--- config.mk ---
export PLATFORM = sky130hd
export DESIGN_NAME = s3_chien_forney
export DESIGN_NICKNAME = d
export VERILOG_FILES = /design/src/rtl/s3_chien_forney.sv
export SDC_FILE = /design/constraint.sdc
export NUM_CORES = 1
export LEC_CHECK = 0
export BUFFER_PORTS_ARGS = -buffer_cell sky130_fd_sc_hd__buf_4
export CORE_MARGIN = 5
export CORE_UTILIZATION = 65
export DETAILED_ROUTE_END_ITERATION = 10
export PLACE_DENSITY = 0.83
export SLEW_MARGIN = 5
export SYNTH_ARGS = -nofsm -noshare
export SYNTH_HDL_FRONTEND = slang
export SYNTH_SLANG_ARGS = --single-unit
--- constraint.sdc ---
create_clock -name clk -period 7.5 [get_ports clk]
set_clock_uncertainty 0.05 [all_clocks]
set_input_delay 1.5 -clock clk [delete_from_list [all_inputs] [get_ports clk]]
set_output_delay 1.5 -clock clk [all_outputs]
set_load 0.1 [all_outputs]
--- src/rtl/s3_chien_forney.sv ---
// -----------------------------------------------------------------------------
// s3_chien_forney
// Error-location / error-evaluation stage of the RS decoder, fed by the KES
// stage. Lambda(x) (deg<=2) and Omega(x) (deg<=1) are captured on kes_done.
// Lambda1 is then inverted over 7 cycles. After that, all N symbol positions
// are swept, highest index first, one position per clock. The Forney error
// value is emitted for every position.
//
// Ports
//   clk, rstn                 clock, asynchronous active-low reset
//   kes_done                  1-cycle pulse, coefficients valid this cycle
//   rs_lambda0..2             Lambda coefficients x^0..x^2 (any nonzero scale)
//   rs_omega0..1              Omega coefficients x^0..x^1 (same scale)
//   err_valid/err_idx/err_val one result per position, N-1 down to 0
//   err_last                  marks position 0
//   cs_busy                   high from capture through the DONE cycle
//   cs_done                   1-cycle pulse, cycle after err_last
//   dec_fail                  verdict, updated with cs_done, held until capture
//   cs_ovf                    1-cycle pulse when kes_done arrives while busy
//
// state | meaning
// ------+---------------------------------------------------------------
// IDLE  | waiting for kes_done
// INV   | 7 square-and-multiply steps: acc -> lambda1^254 = 1/lambda1
// SWEEP | one Chien/Forney evaluation per cycle, j = N-1 .. 0
// DONE  | cs_done pulse and failure verdict
// -----------------------------------------------------------------------------
module s3_chien_forney #(
    parameter int N   = 255,
    parameter int FCR = 0
) (
    input  logic       clk,
    input  logic       rstn,
    input  logic       kes_done,
    input  logic [7:0] rs_lambda0,
    input  logic [7:0] rs_lambda1,
    input  logic [7:0] rs_lambda2,
    input  logic [7:0] rs_omega0,
    input  logic [7:0] rs_omega1,
    output logic       err_valid,
    output logic [7:0] err_idx,
    output logic [7:0] err_val,
    output logic       err_last,
    output logic       cs_busy,
    output logic       cs_done,
    output logic       dec_fail,
    output logic       cs_ovf
);

    // GF(2^8) multiply, p(x) = x^8 + x^4 + x^3 + x^2 + 1
    function automatic logic [7:0] gf2m8_multi(input logic [7:0] a, input logic [7:0] b);
        logic [7:0] p;
        logic [7:0] aa;
        p  = 8'h00;
        aa = a;
        for (int i = 0; i < 8; i++) begin
            if (b[i]) p = p ^ aa;
            aa = {aa[6:0], 1'b0} ^ (aa[7] ? 8'h1D : 8'h00);
        end
        return p;
    endfunction

    function automatic logic [7:0] gf_pow_alpha(input int e);
        logic [7:0] r;
        r = 8'h01;
        for (int i = 0; i < e; i++) r = gf2m8_multi(r, 8'h02);
        return r;
    endfunction

    // Preload constants. The sweep starts at j = N-1, so Lambda is evaluated
    // at alpha^-(N-1) = alpha^(256-N), and each step multiplies the
    // evaluation point by alpha.
    localparam logic [7:0] A_PRE1 = gf_pow_alpha(256 - N);
    localparam logic [7:0] A_PRE2 = gf_pow_alpha(2 * (256 - N));
    localparam logic [7:0] X_INIT = gf_pow_alpha(N - 1);
    localparam logic [7:0] A_INV  = gf_pow_alpha(254);
    localparam logic [7:0] J_TOP  = 8'(N - 1);

    typedef enum logic [1:0] {
        IDLE  = 2'd0,
        INV   = 2'd1,
        SWEEP = 2'd2,
        DONE  = 2'd3
    } state_t;

    state_t     state;
    logic [2:0] inv_cnt;
    logic [7:0] j_pos;
    logic [7:0] l0r, l1r, l2r, o0r, o1r, xr;
    logic [7:0] sq, acc;
    logic [1:0] deg;
    logic [1:0] roots;
    logic       l0_zero, l1_zero, om_nz;

    logic [7:0] chien_sum;
    logic       root;
    logic [7:0] om_sum;
    logic [7:0] x_term;
    logic [7:0] fv_num;
    logic [7:0] fv;
    logic [7:0] sq2;
    logic       fail_now;

    always_comb begin
        chien_sum = l0r ^ l1r ^ l2r;
        root      = (chien_sum == 8'h00);
        om_sum    = o0r ^ o1r;
        x_term    = (FCR == 0) ? xr : 8'h01;
        fv_num    = gf2m8_multi(x_term, om_sum);
        // acc holds 1/Lambda'(x) = 1/lambda1 once INV is finished
        fv        = root ? gf2m8_multi(fv_num, acc) : 8'h00;
        sq2       = gf2m8_multi(sq, sq);
        fail_now  = l0_zero | (l1_zero & (deg == 2'd2)) | (roots != deg) |
                    ((deg == 2'd0) & om_nz);
    end

    always_ff @(posedge clk or negedge rstn) begin
        if (!rstn) begin
            state     <= IDLE;
            inv_cnt   <= 3'd0;
            j_pos     <= 8'h00;
            l0r       <= 8'h00;
            l1r       <= 8'h00;
            l2r       <= 8'h00;
            o0r       <= 8'h00;
            o1r       <= 8'h00;
            xr        <= 8'h00;
            sq        <= 8'h00;
            acc       <= 8'h00;
            deg       <= 2'd0;
            roots     <= 2'd0;
            l0_zero   <= 1'b0;
            l1_zero   <= 1'b0;
            om_nz     <= 1'b0;
            err_valid <= 1'b0;
            err_idx   <= 8'h00;
            err_val   <= 8'h00;
            err_last  <= 1'b0;
            cs_busy   <= 1'b0;
            cs_done   <= 1'b0;
            dec_fail  <= 1'b0;
            cs_ovf    <= 1'b0;
        end else begin
            err_valid <= 1'b0;
            err_idx   <= 8'h00;
            err_val   <= 8'h00;
            err_last  <= 1'b0;
            cs_done   <= 1'b0;
            // a new codeword is only accepted in IDLE; anything else is dropped
            cs_ovf    <= kes_done & (state != IDLE);

            case (state)
                IDLE: begin
                    if (kes_done) begin
                        l0r      <= rs_lambda0;
                        l1r      <= gf2m8_multi(rs_lambda1, A_PRE1);
                        l2r      <= gf2m8_multi(rs_lambda2, A_PRE2);
                        o0r      <= rs_omega0;
                        o1r      <= gf2m8_multi(rs_omega1, A_PRE1);
                        xr       <= X_INIT;
                        sq       <= rs_lambda1;
                        acc      <= 8'h01;
                        deg      <= (rs_lambda2 != 8'h00) ? 2'd2 :
                                    (rs_lambda1 != 8'h00) ? 2'd1 : 2'd0;
                        l0_zero  <= (rs_lambda0 == 8'h00);
                        l1_zero  <= (rs_lambda1 == 8'h00);
                        om_nz    <= (rs_omega0 != 8'h00) | (rs_omega1 != 8'h00);
                        roots    <= 2'd0;
                        inv_cnt  <= 3'd0;
                        cs_busy  <= 1'b1;
                        dec_fail <= 1'b0;
                        state    <= INV;
                    end
                end

                INV: begin
                    // after step k: sq = l1^(2^k), acc = l1^(2^(k+1)-2)
                    sq      <= sq2;
                    acc     <= gf2m8_multi(acc, sq2);
                    inv_cnt <= inv_cnt + 3'd1;
                    if (inv_cnt == 3'd6) begin
                        j_pos <= J_TOP;
                        state <= SWEEP;
                    end
                end

                SWEEP: begin
                    err_valid <= 1'b1;
                    err_idx   <= j_pos;
                    err_val   <= fv;
                    err_last  <= (j_pos == 8'h00);
                    l1r       <= gf2m8_multi(l1r, 8'h02);
                    l2r       <= gf2m8_multi(l2r, 8'h04);
                    o1r       <= gf2m8_multi(o1r, 8'h02);
                    xr        <= gf2m8_multi(xr, A_INV);
                    if (root && (roots != 2'd3)) roots <= roots + 2'd1;
                    if (j_pos == 8'h00) begin
                        state <= DONE;
                    end else begin
                        j_pos <= j_pos - 8'h01;
                    end
                end

                DONE: begin
                    cs_done  <= 1'b1;
                    dec_fail <= fail_now;
                    cs_busy  <= 1'b0;
                    state    <= IDLE;
                end

                default: state <= IDLE;
            endcase
        end
    end

endmodule

# ---- After elaboration in Yosys (flattened, before gate mapping)
# Cells that the tools add are included.
dict set report totals {
  register_bits 106
  latch_bits 0
  ramBits 0
  rom_bits 0
  input_bits 43
  output_inout_bits 22
  n_memories 0
}
dict set report op_classes {
  addsub 3
  n_mul 0
  n_div 0
  magnitude_cmp 0
  n_eq_ne 12
  shift 0
  mux 114
  bitwise 77
  reduce_logical 23
}
# cell n
set ops {}
lappend ops {{8-bit two-way mux} 53}
lappend ops {{8-bit by 5-bit XOR with 8-bit output} 36}
lappend ops {{8-bit XOR} 34}
lappend ops {{5-bit two-way mux} 36}
lappend ops {{8-bit case mux with 2 select lines} 7}
lappend ops {{8-bit zero test} 4}
lappend ops {{8-bit nonzero test} 4}
lappend ops {{2-bit two-way mux} 6}
lappend ops {{2-bit != test (second input constant)} 6}
lappend ops {{2-bit nonzero test} 5}
lappend ops {{3-bit AND reduction} 3}
lappend ops {{2-bit case mux with 4 select lines} 1}
lappend ops {{2-bit AND reduction} 4}
lappend ops {{8-bit by 1-bit subtractor with 8-bit output (second input constant)} 1}
lappend ops {{2-bit == test (second input constant)} 3}
lappend ops {{1-bit two-way mux} 6}
lappend ops {{3-bit case mux with 2 select lines} 1}
lappend ops {{2-bit zero test} 2}
lappend ops {{1-bit OR} 4}
lappend ops {{1-bit case mux with 2 select lines} 2}
lappend ops {{2-bit case mux with 2 select lines} 1}
lappend ops {{3-bit by 1-bit adder with 3-bit output (second input constant)} 1}
lappend ops {{1-bit bitwise AND} 3}
lappend ops {{3-bit == test (second input constant)} 1}
lappend ops {{other kinds (5)} 5}

# ---- Logic depth before layout (Yosys ltp)
dict set report depth {
  ltp_word 39
  ltp_mapped 15
  depth_no_buf 13
}

# ---- Worst setup path after synthesis
# Ideal clock, no wire load.
dict set report synth_path {
  path_kind {register to register}
  from {reg o1r[1]}
  to {reg err_val[4]}
  setup_ns 0.128
  t_arrival_ns 3.293
  required_time_ns 7.322
  slack_ns 4.029
  stages_incl_launch_ff 13
  path_buffers 0
  period_less_slack_ns 3.471
  cell_sequence {dfrtp_1 > xor2_1 > nand2_1 > xnor3_1 > xor3_1 > xnor3_4 > xnor3_2 > xnor2_2 > nand2_1 > xnor2_2 > xnor3_1 > xnor2_1 > nor2_1}
}
dict set report synth_between {
  elab_chain_cells 32
}
# item line
set synth_lines {}
lappend synth_lines {{start: declaration} 89} ;# logic [7:0] l0r, l1r, l2r, o0r, o1r, xr;
lappend synth_lines {{start signal: assignment} 159} ;# o1r <= gf2m8_multi(rs_omega1, A_PRE1);
lappend synth_lines {{start signal: assignment} 194} ;# o1r <= gf2m8_multi(o1r, 8'h02);
lappend synth_lines {{8-bit XOR *} 107} ;# om_sum = o0r ^ o1r;
lappend synth_lines {{8-bit two-way mux *} 57} ;# if (b[i]) p = p ^ aa;
lappend synth_lines {{8-bit XOR} 57}
lappend synth_lines {{8-bit two-way mux *} 57}
lappend synth_lines {{8-bit XOR} 57}
lappend synth_lines {{8-bit two-way mux *} 57}
lappend synth_lines {{8-bit XOR} 57}
lappend synth_lines {{8-bit two-way mux *} 57}
lappend synth_lines {{(+16 left out)} -}
lappend synth_lines {{8-bit XOR} 57}
lappend synth_lines {{8-bit two-way mux} 57}
lappend synth_lines {{8-bit XOR} 57}
lappend synth_lines {{8-bit two-way mux} 57}
lappend synth_lines {{8-bit XOR} 57}
lappend synth_lines {{8-bit two-way mux *} 57}
lappend synth_lines {{8-bit two-way mux *} 111} ;# fv = root ? gf2m8_multi(fv_num, acc) : 8'h00;
lappend synth_lines {{8-bit two-way mux *} 152} ;# case (state)
lappend synth_lines {{end signal: assignment} 190} ;# err_val <= fv;
lappend synth_lines {{end: declaration} 42} ;# output logic [7:0] err_val,
# Mark *: on every way between the ends. The rest lies on a longest branch, timed or not.
# A chain may end at the register's enable or synchronous reset.

# ---- Worst setup path in the final report
dict set report layout_path {
  from {reg sq[7]}
  to {reg acc[7]}
}
dict set report layout_between {
  elab_chain_cells 39
}
# item line
set layout_lines {}
lappend layout_lines {{start: declaration} 90} ;# logic [7:0] sq, acc;
lappend layout_lines {{start signal: assignment} 161} ;# sq <= rs_lambda1;
lappend layout_lines {{start signal: assignment} 178} ;# sq <= sq2;
lappend layout_lines {{5-bit two-way mux} 58} ;# aa = {aa[6:0], 1'b0} ^ (aa[7] ? 8'h1D : 8'h00);
lappend layout_lines {{8-bit by 5-bit XOR with 8-bit output} 58}
lappend layout_lines {{8-bit XOR} 57}
lappend layout_lines {{8-bit two-way mux} 57}
lappend layout_lines {{8-bit XOR} 57}
lappend layout_lines {{8-bit two-way mux} 57}
lappend layout_lines {{8-bit XOR} 57}
lappend layout_lines {{8-bit two-way mux} 57}
lappend layout_lines {{(+23 left out)} -}
lappend layout_lines {{8-bit two-way mux} 57}
lappend layout_lines {{8-bit two-way mux} 152}
lappend layout_lines {{8-bit XOR} 57}
lappend layout_lines {{8-bit two-way mux} 57}
lappend layout_lines {{8-bit two-way mux} 152}
lappend layout_lines {{8-bit XOR} 57}
lappend layout_lines {{8-bit two-way mux *} 57}
lappend layout_lines {{8-bit case mux with 2 select lines *} 152}
lappend layout_lines {{end signal: assignment} 179} ;# acc <= gf2m8_multi(acc, sq2);
lappend layout_lines {{end: declaration} 90}
# Mark *: on every way between the ends. The rest lies on a longest branch, timed or not. The select of a mux whose other input is x is not followed.

==> flow_summary.yaml <==
outcome:
  status: "finished, final reports clean"
clocking:
  cts.clk_slew.worst_paths_ns: 0.08
  cts_tree: "built"
  cts_setup_buffers: 0
  insertion_delay_ns: 0.36
  cts-root-buf: "clkbuf_16"
  cts_resized: 0
  cts_buffers: 9
  cts_buffer_depth: 2
  cts.sinks: 106
  cts_max_level: 3
  hold_buffers: 0
grt:
  grt_use_total_pct: 26.2
  grt_pass1_wl_um: 36300
  overflow: 0
  grt_pass1_vias: 7323
  grt_start_max_net_pins: 63
  grt_antenna_before_repair: 0
drt:
  first_pass_iters: 7
  first_iter_violations: 561
  ant_nets: 0
  drt-total-wl_um: 21700
  viasPerCell: 5.91
  avgRoutedWirePerCell_um: 16.6
  drc: 0
  vias: 7729
critical_path:
  crit_arrival_ns: 4.67
  criticalPathCategory: "reg -> reg"
  end_kind: "flip-flop"
  cp.required_ns: 7.67
  worstSetupStartpointType: "flip-flop"
  crit_path_max_fanout: 27
timing:
  fin_tns_setup_ns: 0
  rsz0062_at_grt: "no"
  setup_viol: 0
  hold_viol_final: 0
  slew_viol_final: 0
  worstMarginPinSlew_ns: 1.30
  fmax_mhz: 223
  post-route-min-period_ns: 4.49
  period_share_pct: 59.9
  relSlewSlack_pct: 12.9
synthesis:
  synth_seq_area_share_pct: 27.9
  ys.flop_type: "dfrtp_1"
  synth_area_per_cell_sq_um: 8.47
  ys_seq_elements: 106
  synth.cell_area_sq_um: 9510
  syn-num-nets: 1177
  synthArstFlopShare_pct: 100
  ys.warnings.count: 0
  syn_inst: 1122
  synth-edff-count: 0
  synth_cell_type_count: 66
run:
  maxCapViolations: 0
final_layout:
  nets: 1174
  n_antenna_cell: 0
  layout_common_cells: "xnor2_1, nand2_1, nor2_1, dfrtp_1, xor2_1"
  finalNonFillerCells: 1308
  drive_above_1_share_pct: 11.7
  final_common_cell: "xnor2_1"
  area_growth_pct: 7.62
floorplan:
  die_x_um: 131
  io_pins: 65
  dieHeight_um: 131
  start_util_pct: 65.9
  core_region_area_sq_um: 14400
  dieArea_sq_um: 17100
  rows: 44
placed_design:
  portBuffers: 64
  dp_hpwl_um: 15500
  dpl.cell_count: 1292
  gp_congestion: 0.883
worst_hold_path:
  worstHoldPathType: "reg -> reg"
==> cells in the mapped netlist (all sizes together), types with 10 or more instances <==
cell / number / share of area (%)
o22ai: 12 / 0.79
nand3: 15 / 0.79
xnor2: 195 / 19
o22a: 10 / 0.92
a22oi: 12 / 0.95
a21oi: 43 / 2.3
inv: 15 / 0.59
nor2: 116 / 4.6
mux2i: 22 / 2.3
o21ai: 73 / 3.8
xor2: 92 / 9.1
clkbuf: 56 / 2.2
nor3: 15 / 0.79
ha: 12 / 1.6
nor2b: 14 / 0.92
mux2: 17 / 2.0
nor4: 13 / 0.86
xnor3: 15 / 3.6
buf: 29 / 1.5
nand2: 152 / 6.0
dfrtp: 106 / 28
==> area by class of cell <==
type / count / area [sq um]
tap: 184 / 230
clock buffer: 9 / 225
clock inverter: 7 / 86.3
fill: 1091 / 4190
timing repair buffer: 71 / 533
sequential: 106 / 2650
multi-input combinational: 915 / 6440
inverter: 16 / 60.1
==> critical path, cell delays in order (launching register included) <==
cell and delay [ns]:
dfrtp_1 0.90, ha_1 0.59, xnor2_1 0.29, nand3_1 0.09, o21ai_0 0.10, a21oi_1 0.10, xnor2_1 0.21, xor2_1 0.92
nor4_1 0.11, a311oi_1 0.28, o41ai_1 0.11, a221oi_1 0.36, xnor2_1 0.16, o22ai_1 0.08
==> flip-flops by register name, indices dropped and copies added, names as in the netlist <==
signal,cells
deg,2
o1r,8
inv_cnt,3
x_term,8
l1_zero,1
l0r,8
j_pos,8
l2r,8
om_nz,1
l1r,8
err_valid,1
dec_fail,1
err_idx,8
roots,2
cs_done,1
cs_busy,1
sq,8
err_val,8
cs_ovf,1
acc,8
state,2
err_last,1
l0_zero,1
o0r,8
==> per-stage QoR <==
step | setup slack, ns | util [%] | hold slack, ns | cell area (sq um)
5_1_grt | 2.48 | 70.9 | 0.485 | 10200
3_3_place_gp | 3.23 | 68.8 | 0.419 | 9920
6_report | 3.01 | 70.9 | 0.461 | 10200
2_1_floorplan | 4.03 | - | 0.391 | 9510
3_5_place_dp | 3.09 | 68.8 | 0.434 | 9920
4_1_cts | 3.06 | 70.9 | 0.467 | 10200
==> per-layer routing <==
layer	vias to the layer above	global-route usage [%]	wire length (um)
li1	3724	-	-
met1	3716	35.7	9520
met2	252	43.9	10600
met3	37	3.66	1170
met4	0	7.80	447
met5	-	0	0
==> logic make-up (layout without fill, tap and decap cells) <==
family	after synthesis	in the layout	synth area share, %
DFF	106	106	27.9
buffers and inverters	101	103	4.38
AOI/OAI and AO/OA	199	199	13.0
adders and majority gates	12	12	1.58
and+or+nand+nor	361	361	16.5
muxes	39	39	4.33
xor gates and xnor gates	304	304	32.3
==> final timing paths <==
| kind | start | endpoint | slack [ns] | depth (start not counted) |
|---|---|---|---|---|
| min | l0_zero$_DFFE_PN0P_ | l0_zero$_DFFE_PN0P_ | 0.46 | 2 |
| min in group asynchronous | rstn | j_pos[6]$_DFFE_PN0P_ | 1.08 | 1 |
| min reg2reg | l0_zero$_DFFE_PN0P_ | l0_zero$_DFFE_PN0P_ | 0.46 | 2 |
| max in group asynchronous | rstn | acc[1]$_DFFE_PN0P_ | 5.13 | 2 |
| max reg2reg | sq[7]$_DFFE_PN0P_ | acc[7]$_DFFE_PN0P_ | 3.01 | 13 |
| max | sq[7]$_DFFE_PN0P_ | acc[7]$_DFFE_PN0P_ | 3.01 | 13 |
Power is not shown: default switching activity piles up to over one toggle a cycle in this logic, so the estimate is an artifact.
